**config.mk**
```make
export PLATFORM = sky130hd
export DESIGN_NAME = shared_divider
export DESIGN_NICKNAME = d
export VERILOG_FILES = /design/src/rtl/shared_divider.sv
export SDC_FILE = /design/constraint.sdc
export NUM_CORES = 1
export LEC_CHECK = 0
export BUFFER_PORTS_ARGS = -buffer_cell sky130_fd_sc_hd__clkbuf_2
export CELL_PAD_IN_SITES_DETAIL_PLACEMENT = 1
export CELL_PAD_IN_SITES_GLOBAL_PLACEMENT = 1
export CORE_MARGIN = 4
export CORE_UTILIZATION = 28
export CTS_CLUSTER_DIAMETER = 100
export DETAILED_ROUTE_END_ITERATION = 16
export PLACE_DENSITY = 0.56
export SLEW_MARGIN = 20
export SYNTH_ARGS = -nofsm -noshare
export SYNTH_HDL_FRONTEND = slang
export SYNTH_SLANG_ARGS = --single-unit
```
**constraint.sdc**
```tcl
create_clock -name clk -period 2.87 [get_ports clk]
set_input_delay 0.1435 -clock clk [delete_from_list [all_inputs] [get_ports clk]]
set_output_delay 0.1435 -clock clk [all_outputs]
set_load 0.02 [all_outputs]
```
**src/rtl/shared_divider.sv**
```systemverilog
// Iterative unsigned restoring divider shared by the bike-computer measurement blocks.
// Define DIV_REMAINDER_EN to add the remainder output port and its register.
module shared_divider #(
  parameter int WIDTH = 16,
  parameter int CNT_W = 5
) (
  input  logic             clk,
  input  logic             rst,
  input  logic             start,
  input  logic [WIDTH-1:0] dividend,
  input  logic [WIDTH-1:0] divisor,
  output logic [WIDTH-1:0] result,
`ifdef DIV_REMAINDER_EN
  output logic [WIDTH-1:0] remainder,
`endif
  output logic             busy,
  output logic             ready
);

  typedef enum logic [1:0] {IDLE, RUN, DONE} state_t;

  state_t           state, state_next;
  logic [WIDTH-1:0] acc, q, dvsr;
  logic [CNT_W-1:0] cnt;
  logic [WIDTH:0]   acc_shift;
  logic [WIDTH-1:0] acc_next, q_next;
  logic             fits, accept, last;

  // start is honoured in IDLE and in DONE (back-to-back); never while running
  assign accept = start && (state != RUN);
  assign last   = (state == RUN) && (cnt == CNT_W'(1));

  always_ff @(posedge clk) begin
    if (rst) state <= IDLE;
    else     state <= state_next;
  end

  always_comb begin
    state_next = state;
    case (state)
      IDLE:    state_next = accept ? RUN : IDLE;
      RUN:     state_next = last ? DONE : RUN;
      DONE:    state_next = accept ? RUN : IDLE;
      default: state_next = IDLE;
    endcase
  end

  always_comb begin
    busy  = (state == RUN);
    ready = (state == DONE);
  end

  // The shifted partial remainder needs one extra bit before the compare.
  always_comb begin
    acc_shift = {acc, q[WIDTH-1]};
    fits      = (acc_shift >= {1'b0, dvsr});
    acc_next  = fits ? WIDTH'(acc_shift - {1'b0, dvsr}) : acc_shift[WIDTH-1:0];
    q_next    = {q[WIDTH-2:0], fits};
  end

  always_ff @(posedge clk) begin
    if (rst) begin
      acc    <= '0;
      q      <= '0;
      dvsr   <= '0;
      cnt    <= '0;
      result <= '0;
`ifdef DIV_REMAINDER_EN
      remainder <= '0;
`endif
    end else if (accept) begin
      acc  <= '0;
      q    <= dividend;
      dvsr <= divisor;
      cnt  <= CNT_W'(WIDTH);
    end else if (state == RUN) begin
      acc <= acc_next;
      q   <= q_next;
      cnt <= cnt - CNT_W'(1);
      // Outputs only move on the final iteration, i.e. on entry to DONE
      if (last) begin
        result <= q_next;
`ifdef DIV_REMAINDER_EN
        remainder <= acc_next;
`endif
      end
    end
  end

endmodule
```
==> metrics.yaml <==
logic_synthesis:
  synth_top_family_by_area: "compound AO/OA/AOI/OAI gates"
  synth_seq_cells: 71
  ys_seq_area_share_pct: 39.0
  async_flop_share_pct: 0
  yosys.area.top_type_share_pct: 39.0
  synth.largest_area_cell: "dfxtp_1"
  syn-num-nets: 510
  synth.distinct_cells: 48
  synth_compound_area_share_pct: 21.0
  synth_area_leaders: "dfxtp_1, nand2_1, a21oi_1, ha_1, mux2i_1"
  syn_avg_cell_area_um2: 8.00
  muxShareOfSynthArea_pct: 6.17
  syn-cell-area_um2: 3650
  synth_most_common_cell: "nand2_1"
  synthAdderAreaFrac_pct: 6.72
  synth-simple-area-share_pct: 18.6
  synth_edf_count: 0
  ys_warn_count: 0
  synth_xor_area_share_pct: 3.12
  synth.top_cells.by_count: "nand2_1, dfxtp_1, a21oi_1"
  ys.flop_type: "dfxtp_1"
  syn_inst: 456
drt:
  via_count: 3244
  drc: 0
  totalWireLength_um: 9890
  routedWlPerCell_um: 14.4
  first_pass_iters: 4
  drt_iter0_markers: 166
  vias_per_cell: 4.74
  ant_nets: 0
power:
  netSwitchingPower_uw: 977
  pwr-share-clk_pct: 37.1
  power.total_mw: 3.06
  switching_share_pct: 31.9
  power_density_nw_per_um2: 695
  power.leakage_nw: 1.88
  combPwrFrac_pct: 26.9
  p_seq_share_pct: 36.0
  p_int_mw: 2.09
  ir_worst_vdd_uv: 216
sta:
  hold_viol_final: 0
  tightest_slew_ns: 0.505
  finalSetupViolations: 0
  timing.fmax_mhz: 389
  skew_ns: 0.00735
  min_period_over_period_pct: 89.6
  rsz0062_at_grt: "false"
  hold_ws_ns: 0.0184
  max-slew-margin-rel_pct: 66.1
  fin_setup_tns_ns: 0
  drv_slew: 0
  fin_crit_ns: 2.57
worst_setup_path:
  crit_required_ns: 3.09
  r2r_slack_ns: 0.30
  critPathLaunchType: "register"
  worst-setup-path-type: "register to register"
  critical_path.max_fanout: 3
  cp_num_buf_inv: 1
  critPathCaptureType: "register"
  crit_family: "compound AO/OA/AOI/OAI gates"
  crit_path_max_incr_delay_ns: 0.40
  cp_common_cell: "o21ai_0"
  reg2reg_to: "acc[14]"
  reg2reg_depth: 10
  r2r_start: "q[15]"
  critPathArrivalTime_ns: 2.79
  cpMaxStageDelayCell: "fa_1"
  path_cells: "inv_1 > ha_1 > fa_1 > nand2b_1 > a21oi_1 > o2111ai_1 > a2111oi_2 > o21ai_0 > a31oi_1 > o21ai_0"
floorplan:
  die-area_um2: 14900
  dieHeight_um: 122
  start_util_pct: 28.8
  std_cell_rows: 41
  coreArea_um2: 12700
  die_w_um: 122
  ios: 53
cts:
  cts-root-buf: "clkbuf_16"
  cts_buffer_depth: 2
  clock_latency_ns: 0.34
  cts_setup_buffers: 0
  path_clk_slew_ns: 0.06
  cts_inserted_buffers: 9
  cts_tree: "yes"
  clock_sinks: 71
  htree_levels: 3
  ctsResizeCount: 0
  cts_hold_buffers: 0
finish:
  final_util_pct: 34.8
  insertedDiodeCount: 0
  areaGrowthSynthToFinish_pct: 21.0
  drive_above_1_share_pct: 17.3
  fillers: 1562
  fin_area_um2: 4410
  finalNetCount: 562
worst_hold_path:
  holdPathEnd: "dvsr[13]"
  min-delay-path-class: "input port to register"
  holdPathStages: 3
  worstHoldStart: "divisor[13]"
place:
  placement.cell_area_um2: 4110
  dp_hpwl_um: 7220
  io_buffers: 52
  globalplace.congestion: 0.808
global_routing:
  globalRouteTotalUtil_pct: 14.0
  grt_max_degree: 36
  grt_pass1_vias: 3204
  overflow: 0
  antenna_found_initial: 0
  grt_pass1_wl_um: 16400
run_status:
  status: "finished, final reports clean"
flow_run:
  drv_cap: 0
worst max-delay path by stage:
stage / from / to / slack (ns) / cells past startpoint
after detailed placement: q[15] / acc[14] / 0.20 / 10
after global placement: q[15] / acc[14] / 0.23 / 10
after CTS: q[15] / acc[14] / 0.18 / 10
after floorplan: q[15] / acc[14] / 0.52 / 10
final: q[15] / acc[14] / 0.30 / 10
after global routing: q[15] / acc[14] / 0.01 / 10
layout make-up:
class / count / area (um2) / area share, %
Multi-Input combinational cell: 337 / 2030 / 46.1
Sequential cell: 71 / 1420 / 32.2
Timing Repair Buffer: 64 / 350 / 7.94
Clock buffer: 11 / 243 / 5.50
Tap cell: 172 / 215 / 4.88
Inverter: 25 / 93.8 / 2.13
Clock inverter: 5 / 56.3 / 1.28
metrics by stage:
step / instances / worst slack [ns]
floorplan: 456 / 0.521
global placement: 669 / 0.232
detailed placement: 669 / 0.196
CTS: 685 / 0.180
global route: 685 / 0.0105
finish: 685 / 0.298
placed cells by master, fill, tap and decap left out, drive strengths merged, types with 3 or more instances in the layout:
master  synthesis  layout
nand2b          4       4
a21o            7       7
a31oi           4       4
o21ai          23      23
a211oi         24      24
nand3          12      12
or2             4       4
xnor2           6       6
mux2i          21      21
ha             18      18
nor2           35      35
a21oi          53      53
nand2          89      89
dfxtp          71      71
clkbuf         16      63
buf             7      12
or3             3       3
inv            25      26
xor2            7       7
worst min-delay path: cells and delay by family:
kind | cells | cell delay (ns)
AO/OA/AOI/OAI | 1 | 0.05
AND/OR/NAND/NOR | 1 | 0.04
buffers and inverters | 1 | 0.08
cells by family after synthesis:
family | count (synthesis)
xor+xnor | 13
buf+inv | 48
mux | 22
compound gates | 124
flops | 71
simple gates | 159
fa+ha+maj | 19
state kept, by name, summed over array words and instances, names as in the netlist:
register and cells:
q 16, cnt 5, acc 16, result 16, dvsr 16, state 2
layer usage:
layer | vias to the layer above | GRT usage [%] | part of all wire [%]
li1 | 1678 | - | -
met1 | 1516 | 17.7 | 49
met2 | 35 | 23.0 | 46
met3 | 15 | 2.79 | 2.8
met4 | 0 | 6.79 | 2.1
met5 | - | 0 | 0
power groups by stage:
stage	Combinational, mW	Sequential (mW)	Clock, mW
2_1_floorplan	0.621	1.11	0
3_3_place_gp	0.815	1.12	0
3_5_place_dp	0.825	1.12	0
4_1_cts	0.829	1.10	1.18
5_1_grt	0.931	1.11	1.22
6_report	0.825	1.10	1.14
Note: power is estimated with default switching activity, not from simulation.
